## src/rtl/mem_access_unit.sv

```systemverilog
// Initiator side of the DataMemory interface. Accepts byte/half/word loads and
// stores, drives the word-wide memory port and returns aligned, extended load
// data. Sub-word stores are read-modify-write since memory has no byte enables.
module mem_access_unit #(
  parameter int unsigned ADDR_W = 16,
  parameter int unsigned DATA_W = 32
) (
  input  logic              clk,
  input  logic              rst,
  input  logic              req_valid,
  input  logic              req_write,
  input  logic [1:0]        req_size,
  input  logic              req_signed,
  input  logic [ADDR_W+1:0] req_addr,
  input  logic [DATA_W-1:0] req_wdata,
  output logic              req_ready,
  output logic              resp_valid,
  output logic [DATA_W-1:0] resp_rdata,
  output logic              resp_error,
  output logic [ADDR_W-1:0] mem_address,
  output logic              mem_write_en,
  output logic [DATA_W-1:0] mem_write_data,
  input  logic [DATA_W-1:0] mem_read_data
);

  typedef enum logic [1:0] {StIdle, StRead, StWrite, StResp} state_e;

  localparam logic [1:0] SizeByte = 2'b00;
  localparam logic [1:0] SizeHalf = 2'b01;
  localparam logic [1:0] SizeWord = 2'b10;

  state_e              state_q, state_d;
  logic                write_q, write_d;
  logic [1:0]          size_q, size_d;
  logic                signed_q, signed_d;
  logic [1:0]          lane_q, lane_d;
  logic [15:0]         wdata_q, wdata_d;
  logic                err_q, err_d;
  logic [DATA_W-1:0]   rdata_q, rdata_d;
  logic [ADDR_W-1:0]   mem_address_q, mem_address_d;
  logic                mem_write_en_q, mem_write_en_d;
  logic [DATA_W-1:0]   mem_write_data_q, mem_write_data_d;
  logic                resp_valid_q, resp_valid_d;
  logic [DATA_W-1:0]   resp_rdata_q, resp_rdata_d;
  logic                resp_error_q, resp_error_d;

  logic                misaligned;
  logic [7:0]          rd_byte;
  logic [15:0]         rd_half;
  logic [DATA_W-1:0]   load_ext;
  logic [DATA_W-1:0]   merged;

  assign req_ready      = (state_q == StIdle) && !rst;
  assign mem_address    = mem_address_q;
  assign mem_write_en   = mem_write_en_q;
  assign mem_write_data = mem_write_data_q;
  assign resp_valid     = resp_valid_q;
  assign resp_rdata     = resp_rdata_q;
  assign resp_error     = resp_error_q;

  // Alignment / legality check on the incoming request.
  always_comb begin
    misaligned = 1'b0;
    unique case (req_size)
      SizeByte: misaligned = 1'b0;
      SizeHalf: misaligned = req_addr[0];
      SizeWord: misaligned = (req_addr[1:0] != 2'b00);
      default:  misaligned = 1'b1;
    endcase
  end

  // Lane extraction and extension of the sampled read word.
  always_comb begin
    rd_byte = mem_read_data[7:0];
    unique case (lane_q)
      2'd0: rd_byte = mem_read_data[7:0];
      2'd1: rd_byte = mem_read_data[15:8];
      2'd2: rd_byte = mem_read_data[23:16];
      2'd3: rd_byte = mem_read_data[31:24];
      default: rd_byte = mem_read_data[7:0];
    endcase
    rd_half = lane_q[1] ? mem_read_data[31:16] : mem_read_data[15:0];
    unique case (size_q)
      SizeByte: load_ext = {{24{signed_q & rd_byte[7]}}, rd_byte};
      SizeHalf: load_ext = {{16{signed_q & rd_half[15]}}, rd_half};
      default:  load_ext = mem_read_data;
    endcase
  end

  // Read-modify-write merge: replace only the addressed lane(s).
  always_comb begin
    merged = mem_read_data;
    if (size_q == SizeByte) begin
      unique case (lane_q)
        2'd0: merged[7:0]   = wdata_q[7:0];
        2'd1: merged[15:8]  = wdata_q[7:0];
        2'd2: merged[23:16] = wdata_q[7:0];
        2'd3: merged[31:24] = wdata_q[7:0];
        default: merged = mem_read_data;
      endcase
    end else if (lane_q[1]) begin
      merged[31:16] = wdata_q;
    end else begin
      merged[15:0] = wdata_q;
    end
  end

  // Next-state and registered-output logic.
  always_comb begin
    state_d          = state_q;
    write_d          = write_q;
    size_d           = size_q;
    signed_d         = signed_q;
    lane_d           = lane_q;
    wdata_d          = wdata_q;
    err_d            = err_q;
    rdata_d          = rdata_q;
    mem_address_d    = mem_address_q;
    mem_write_en_d   = 1'b0;
    mem_write_data_d = mem_write_data_q;
    resp_valid_d     = 1'b0;
    resp_rdata_d     = resp_rdata_q;
    resp_error_d     = 1'b0;

    unique case (state_q)
      StIdle: begin
        if (req_valid) begin
          write_d       = req_write;
          size_d        = req_size;
          signed_d      = req_signed;
          lane_d        = req_addr[1:0];
          wdata_d       = req_wdata[15:0];
          err_d         = misaligned;
          mem_address_d = req_addr[ADDR_W+1:2];
          if (misaligned) begin
            state_d = StResp;
          end else if (req_write && (req_size == SizeWord)) begin
            state_d          = StWrite;
            mem_write_en_d   = 1'b1;
            mem_write_data_d = req_wdata;
          end else begin
            // Loads and sub-word stores both need the current word first.
            state_d = StRead;
          end
        end
      end
      StRead: begin
        if (write_q) begin
          state_d          = StWrite;
          mem_write_en_d   = 1'b1;
          mem_write_data_d = merged;
        end else begin
          state_d = StResp;
          rdata_d = load_ext;
        end
      end
      StWrite: begin
        state_d = StResp;
      end
      StResp: begin
        state_d      = StIdle;
        resp_valid_d = 1'b1;
        resp_error_d = err_q;
        resp_rdata_d = (write_q || err_q) ? '0 : rdata_q;
      end
      default: state_d = StIdle;
    endcase
  end

  // State and output registers with synchronous reset.
  always_ff @(posedge clk) begin
    if (rst) begin
      state_q          <= StIdle;
      write_q          <= 1'b0;
      size_q           <= 2'b00;
      signed_q         <= 1'b0;
      lane_q           <= 2'b00;
      wdata_q          <= '0;
      err_q            <= 1'b0;
      rdata_q          <= '0;
      mem_address_q    <= '0;
      mem_write_en_q   <= 1'b0;
      mem_write_data_q <= '0;
      resp_valid_q     <= 1'b0;
      resp_rdata_q     <= '0;
      resp_error_q     <= 1'b0;
    end else begin
      state_q          <= state_d;
      write_q          <= write_d;
      size_q           <= size_d;
      signed_q         <= signed_d;
      lane_q           <= lane_d;
      wdata_q          <= wdata_d;
      err_q            <= err_d;
      rdata_q          <= rdata_d;
      mem_address_q    <= mem_address_d;
      mem_write_en_q   <= mem_write_en_d;
      mem_write_data_q <= mem_write_data_d;
      resp_valid_q     <= resp_valid_d;
      resp_rdata_q     <= resp_rdata_d;
      resp_error_q     <= resp_error_d;
    end
  end

endmodule

```

## config.mk

```make
export PLATFORM = sky130hd
export DESIGN_NAME = mem_access_unit
export DESIGN_NICKNAME = d
export VERILOG_FILES = /design/src/rtl/mem_access_unit.sv
export SDC_FILE = /design/constraint.sdc
export NUM_CORES = 1
export LEC_CHECK = 0
export CAP_MARGIN = 30
export CORE_MARGIN = 5
export CORE_UTILIZATION = 50
export CTS_BUF_LIST = sky130_fd_sc_hd__clkbuf_8 sky130_fd_sc_hd__clkbuf_16
export DETAILED_ROUTE_END_ITERATION = 8
export GPL_ROUTABILITY_DRIVEN = 0
export GPL_TIMING_DRIVEN = 0
export PLACE_DENSITY = 0.82
export RECOVER_POWER = 50
export SYNTH_ARGS = -nofsm -noshare
export SYNTH_HDL_FRONTEND = slang
export SYNTH_SLANG_ARGS = --single-unit
```

## constraint.sdc

```tcl
create_clock -name clk -period 4.8 [get_ports clk]
set_input_delay 1.2 -clock clk [delete_from_list [all_inputs] [get_ports clk]]
set_output_delay 1.2 -clock clk [all_outputs]
set_load 0.02 [all_outputs]
```

==> summary.txt, run 1 <==
Timing
  • Clk_skew: 0.006890 ns
  • Final setup viols: 0
  • Final period utilization: a little over nine tenths
  • Final min period: 4.552 ns
  • TNS Setup: 0 ns
  • Endpoints failing hold: 0
  • Highest clock rate: 0.2197 GHz
  • Unrepaired setup endpoints after global routing: no
  • Post-route setup slack: 0.2479 ns
  • Max_slew headroom: between 40% and 50%
  • Least-Margin Pin Slew: 0.8004 ns
  • Final Max Tran Viols: 0

Power
  • Lkg Pwr: 3.508 nW
  • Pwr/cell area: 571.2 mW/mm2
  • Total power: 0.005176 W
  • Worst VDD drop: 0.3240 mV

Worst setup path
  • Worst endpoint required time: 3.60 ns
  • Crit-path cells: dlygate4sd3_1 -> clkbuf_1 -> clkbuf_1 -> nor2b_1 -> clkdlybuf4s50_1
  • Worst path max stage delay: 0.58 ns
  • Worst path buffer plus inverter count: 4
  • Worst Path Class, Setup: in -> out
  • CP Launch Type: input port
  • Critical Path AT: 3.35 ns
  • Crit path max-delay family: buffers and inverters
  • Crit path from: rst
  • Slowest-stage cell, CP: clkdlybuf4s50_1
  • Internal reg-to-reg setup slack: 2.38 ns
  • Most Frequent Cell on Critical Path: clkbuf_1
  • FF-to-FF Start: state_q[1]
  • Critical path depth: 5
  • CP endpoint kind: primary output
  • Worst-path fanout max: 10
  • Setup crit end: req_ready
  • R2R Path End: rdata_q[27]
  • R2R cell count: 8

Final layout
  • Area delta synth->final: 40.76%
  • Fillers: 1,024
  • Nets: 1,074
  • Commonest non-fill, non-tap cell in the layout: dfxtp_1
  • Share of cells above drive strength 1: 7.855%
  • Most frequent cells in the layout: dfxtp_1, nand2_1, clkdlybuf4s50_1
  • Ant diodes: 0

Logic synthesis
  • Post-synth EDFFs: 0
  • Synth warnings: 0
  • Cells after synthesis: 789
  • Cell taking the most area after synthesis: dfxtp_1
  • Sequential area share after synthesis: 43.54%
  • Share of the synthesized area in the top cell type: 43.54%
  • Post-synth top flop: dfxtp_1
  • #FFs+latches synth: 140
  • Mapped Area: 0.006437 mm2
  • Mapped Nets: 883
  • FFs w/ async S/R, synth: 0%
  • Synth Area per Inst: 8.159 um2
  • Synth area leaders: dfxtp_1, a21oi_1, nand2_1, a32o_1, nor2_1
  • Cell variety after synth: 42

Clock network
  • Setup bufs post-CTS: 0
  • CTS Sinks: 140
  • Clock root buffer: clkbuf_16
  • Clock Latency Late Sink: 0.43 ns
  • CTS H-tree lvls: 4
  • Post-CTS resize count: 0
  • CTS Buf Count: 17
  • CTS tree: built
  • CTS Hold Bufs: 0
  • Clk slew on worst S/H paths: 0.06 ns
  • Clock Tree Buf Depth: 2

Routing
  • DR iter-0 viols: between 600 and 700
  • Routed WL: 21,470 um
  • Wire length per cell after detailed routing: 18.42 um
  • DR vias/cell: about 5.8
  • ANT nets after route: 0
  • Drt first pass iters: 5
  • Drt drc: 0
  • Via count: about 6,700

Placement
  • Place WS: 0.3319 ns
  • Port buffer count: 172
  • DP Wirelength: ~16,000 um

Hold path
  • Cells on Worst Hold Path: 2
  • Tightest Hold Check Type: reg -> reg

Floorplanning
  • Row count: 41
  • Core area: 0.01262 mm2
  • I/O pins: 173
  • Die X-Extent: 123.5 um
  • DIE AREA: 0.01524 mm2
  • Starting Density: 51.01%
  • Die Height: 123.5 um

Global routing
  • Grt ovf: 0
  • First-pass GRT wire length: 33,400 um
  • Initial antenna violation count: 0
  • Vias in the first global route: 6,504
  • GRT Resource Usage Total: 28.46%
  • Largest net degree at the start of global routing: 17

Run
  • Total of max-cap violations: 0

Run status
  • Status: finished clean
## registers in the layout, indices dropped and copies added, names as in the netlist
register,flops
mem_write_data,32
mem_write_en,1
err_q,1
state_q,2
resp_error,1
wdata_q,16
resp_valid,1
mem_address,16
resp_rdata,32
lane_q,2
size_q,2
signed_q,1
rdata_q,32
write_q,1
## cell usage after synthesis, drive strengths merged, types with 2 or more instances
cell type and n:
a211oi 18, a21oi 94, a221o 14, a22o 8
a22oi 14, a311oi 8, a31oi 25, a32o 32
and2 2, buf 20, clkbuf 49, dfxtp 140
ha 5, inv 23, mux2 6, mux4 2
nand2 116, nand2b 10, nor2 78, nor2b 40
nor3 6, nor3b 2, nor4 17, o211ai 2
o21ai 21, o21bai 6, o221ai 2, or2 18
or3 2
## worst min-delay path by stage
stage / startpoint / slack (ns) / end
after floorplan: wdata_q[10] / 0.43 / wdata_q[10]
after global placement: mem_address[7] / 0.44 / mem_address[7]
after detailed placement: mem_address[11] / 0.45 / mem_address[11]
after CTS: mem_address[11] / 0.45 / mem_address[11]
after global routing: mem_address[10] / 0.47 / mem_address[10]
final: mem_address[10] / 0.45 / mem_address[10]
## layer usage
layer	wire [um]	track usage, %	vias up	share of wire [%]
met3	2294	8.646	68	11
met2	9625	44.17	373	45
met1	8694	36.15	3075	41
li1	-	-	3192	-
met4	850	13.56	0	4.0
met5	0	0	-	0
## stage by stage
| stage | area (um2) | hold WS [ns] | utilization [%] | std cells |
|---|---|---|---|---|
| 2_1_floorplan | 6437 | 0.4329 | - | 789 |
| 3_3_place_gp | 8374 | 0.4404 | 66.36 | 1133 |
| 3_5_place_dp | 8374 | 0.4457 | 66.36 | 1133 |
| 4_1_cts | 9069 | 0.4536 | 71.86 | 1165 |
| 5_1_grt | 9061 | 0.4677 | 71.80 | 1165 |
| 6_report | 9061 | 0.4492 | 71.80 | 1165 |
## kinds of logic (layout without fill, tap and decap cells)
kind of cell | after synthesis | in the layout | synth area share (%)
AND/OR/NAND/NOR | 294 | 294 | 21.03
adder cells (fa/ha/maj) | 5 | 5 | 0.9718
flip-flops | 140 | 140 | 43.54
AO/OA/AOI/OAI | 248 | 248 | 26.69
buffers and inverters | 93 | 297 | 5.870
multiplexers | 9 | 9 | 1.905
## worst min-delay path, stage by stage (launching register included)
cell and delay (ns):
dfxtp_1 0.30, nand2_1 0.05, a21oi_1 0.05
## report_power, final
group | internal (W) | switching [W]
Sequential | 0.00145 | 0.000174
Clock | 0.00103 | 0.000520
Combinational | 0.000787 | 0.00122
## layout make-up
type | instances | area, um2 | share of cell area [%]
buffer | 69 | 286.5 | 3.162
clock buffer | 17 | 425.4 | 4.695
sequential | 140 | 2803 | 30.93
clock inverter | 15 | 269.0 | 2.969
timing repair buffer | 172 | 1722 | 19.00
multi-input combinational | 556 | 3251 | 35.87
tap | 172 | 215.2 | 2.375
inverter | 24 | 90.09 | 0.9942
Note: power is estimated with default switching activity, not from simulation.
==> inputs of run 2 (changes only) <==
--- a/config.mk
+++ b/config.mk
@@ -17,3 +17,4 @@
 export SYNTH_ARGS = -nofsm -noshare
 export SYNTH_HDL_FRONTEND = slang
 export SYNTH_SLANG_ARGS = --single-unit
+export TNS_END_PERCENT = 10
==> results of run 2 <==
Final layout, timing and power as in run 1 (identical DEF).
==> inputs of run 3 (changes only) <==
--- a/config.mk
+++ b/config.mk
@@ -7,12 +7,12 @@
 export LEC_CHECK = 0
 export CAP_MARGIN = 30
 export CORE_MARGIN = 5
-export CORE_UTILIZATION = 50
+export CORE_UTILIZATION = 52
 export CTS_BUF_LIST = sky130_fd_sc_hd__clkbuf_8 sky130_fd_sc_hd__clkbuf_16
 export DETAILED_ROUTE_END_ITERATION = 8
 export GPL_ROUTABILITY_DRIVEN = 0
 export GPL_TIMING_DRIVEN = 0
-export PLACE_DENSITY = 0.82
+export PLACE_DENSITY = 0.85
 export RECOVER_POWER = 50
 export SYNTH_ARGS = -nofsm -noshare
 export SYNTH_HDL_FRONTEND = slang
==> summary.txt, run 3 (same netlist as run 1, synthesis figures left out) <==
Run status
  • Status: finished clean (unchanged)

Timing
  • TNS Setup: 0 ns (unchanged)
  • Clk_skew: 0.007356 ns (was 0.006890 ns)
  • Final period utilization: 94.20% (was 94.83%)
  • Final setup viols: 0 (unchanged)
  • Highest clock rate: 0.2212 GHz (was 0.2197 GHz)
  • Endpoints failing hold: 0 (unchanged)
  • Worst hold margin: 0.4502 ns (was 0.4492 ns)
  • Least-Margin Pin Slew: 0.9066 ns (was 0.8004 ns)
  • Max_slew headroom: 39.43% (was 46.52%)
  • Final Max Tran Viols: 0 (unchanged)
  • Unrepaired setup endpoints after global routing: no (unchanged)
  • Final min period: 4.522 ns (was 4.552 ns)

Clock network
  • CTS tree: built (unchanged)
  • Clock root buffer: clkbuf_16 (unchanged)
  • Clk slew on worst S/H paths: 0.06 ns (about the same)
  • CTS Hold Bufs: 0 (unchanged)
  • Clock Tree Buf Depth: 2 (unchanged)
  • Setup bufs post-CTS: 0 (unchanged)
  • Clock Latency Late Sink: 0.43 ns (about the same)
  • CTS Sinks: 140 (unchanged)
  • CTS Buf Count: 17 (unchanged)
  • Post-CTS resize count: 0 (unchanged)
  • CTS H-tree lvls: 4 (unchanged)

Power
  • Combinational Power Share: 39.9% (was 38.8%)
  • Int Pwr: 0.003162 W (was 0.003260 W)
  • Lkg Pwr: 3.501 nW (was 3.508 nW)
  • Worst VDD drop: 0.4478 mV (was 0.3240 mV)
  • Pwr/cell area: 562.9 mW/mm2 (was 571.2 mW/mm2)
  • Switching power: 0.001905 W (was 0.001916 W)
  • Sw Share: 37.60% (was 37.01%)
  • Clock network fraction of total power: 28.1% (was 29.9%)
  • Part of the power in registers: 32.0% (was 31.3%)

Worst setup path
  • CP Launch Type: input port (unchanged)
  • Critical Path AT: 3.32 ns (was 3.35 ns)
  • Worst-path fanout max: 10 (unchanged)
  • CP endpoint kind: primary output (unchanged)
  • FF-to-FF Start: state_q[1] (unchanged)
  • Crit path from: rst (unchanged)
  • Worst endpoint required time: 3.60 ns (about the same)
  • R2R cell count: 8 (unchanged)
  • Worst Path Class, Setup: in -> out (unchanged)

Floorplanning
  • Core area: 0.01206 mm2 (was 0.01262 mm2)
  • I/O pins: 173 (unchanged)
  • DIE AREA: 0.01471 mm2 (was 0.01524 mm2)
  • Die X-Extent: 121.3 um (was 123.5 um)
  • Die Height: 121.3 um (was 123.5 um)
  • Starting Density: 53.37% (was 51.01%)
  • Row count: 40 (was 41)

Final layout
  • Post-layout util: 74.64% (was 71.80%)
  • Final non-filler cell total: 1,161 (was 1,165)
  • Ant diodes: 0 (unchanged)
  • Area delta synth->final: 39.84% (was 40.76%)
  • Most frequent cells in the layout: dfxtp_1, nand2_1, clkdlybuf4s50_1 (unchanged)
  • Fillers: 931 (was 1,024)
  • Commonest non-fill, non-tap cell in the layout: dfxtp_1 (unchanged)
  • Nets: 1,074 (unchanged)
  • Share of cells above drive strength 1: 7.855% (unchanged)
  • Cell area after layout: 0.009002 mm2 (was 0.009061 mm2)

Global routing
  • Largest net degree at the start of global routing: 17 (unchanged)
  • Grt ovf: 0 (unchanged)
  • GRT Resource Usage Total: 29.47% (was 28.46%)
  • Vias in the first global route: 6,476 (was 6,504)
  • Initial antenna violation count: 0 (unchanged)
  • First-pass GRT wire length: 33,820 um (was 33,400 um)

Routing
  • Via count: 6,829 (was 6,708)
  • Drt first pass iters: 8 (was 5)
  • Routed WL: 21,610 um (was 21,470 um)
  • Drt drc: 0 (unchanged)
  • ANT nets after route: 0 (unchanged)
  • DR vias/cell: 5.882 (was 5.758)
  • DR iter-0 viols: 866 (was 683)
  • Wire length per cell after detailed routing: 18.61 um (was 18.42 um)

Placement
  • Port buffer count: 172 (unchanged)
  • Dpl cells: 1,129 (was 1,133)
  • Placed Area: 0.008369 mm2 (was 0.008374 mm2)
  • DP Wirelength: 16,070 um (was 15,940 um)

Hold path
  • Cells on Worst Hold Path: 2 (unchanged)
  • Tightest Hold Check Type: reg -> reg (unchanged)
  • Min-delay src: mem_address[9] (was mem_address[10])

Run
  • Total of max-cap violations: 0 (unchanged)
==> run 3: changes by cell type in the layout (fill, tap and decap cells not counted), sizes merged <==
cell	previous run	this run
dlygate4sd3	64	65
clkinv	5	8
clkdlybuf4s50	108	107
buf	19	20
bufinv	7	5
clkinvlp	3	1
==> run 3: worst paths after layout <==
path	to	slack, ns
max reg2reg	rdata_q[22]	2.38
min reg2reg	mem_address[9]	0.45
min	mem_address[9]	0.45
max	req_ready	0.28
==> run 3: per-stage QoR <==
step | power [W] | setup WS, ns
2_1_floorplan | 0.002899 | 1.695
3_3_place_gp | 0.003616 | 0.3853
3_5_place_dp | 0.003648 | 0.3664
4_1_cts | 0.005077 | 0.3649
5_1_grt | 0.005327 | 0.1832
6_report | 0.005068 | 0.2784
==> run 3: area by class of cell <==
cell class                 count  area, um2  area share [%]
multi-input combinational    556       3251           36.11
sequential                   140       2803           31.13
timing repair buffer         172       1722           19.12
clock buffer                  18      439.2           4.878
buffer                        69      287.8           3.197
tap                          168      210.2           2.335
clock inverter                14      200.2           2.224
inverter                      24      90.09           1.001
==> run 3: per-layer routing <==
metal	part of all wire, %	vias up	global-route usage (%)
met4	3.7	0	13.38
met2	45	406	46.30
met3	11	61	7.832
met5	0	-	0
li1	-	3192	-
met1	40	3170	37.96
==> run 3: critical path, stage by stage <==
cell             delay, ns
dlygate4sd3_1         0.53
clkbuf_1              0.43
clkbuf_1              0.48
nor2b_1               0.09
clkdlybuf4s50_1       0.58
==> run 3: power groups by stage <==
stage	clock network, W	logic (W)	registers, W
2_1_floorplan	0	0.00114	0.00176
3_3_place_gp	0	0.00198	0.00163
3_5_place_dp	0	0.00201	0.00164
4_1_cts	0.00143	0.00203	0.00162
5_1_grt	0.00149	0.00219	0.00165
6_report	0.00142	0.00202	0.00162
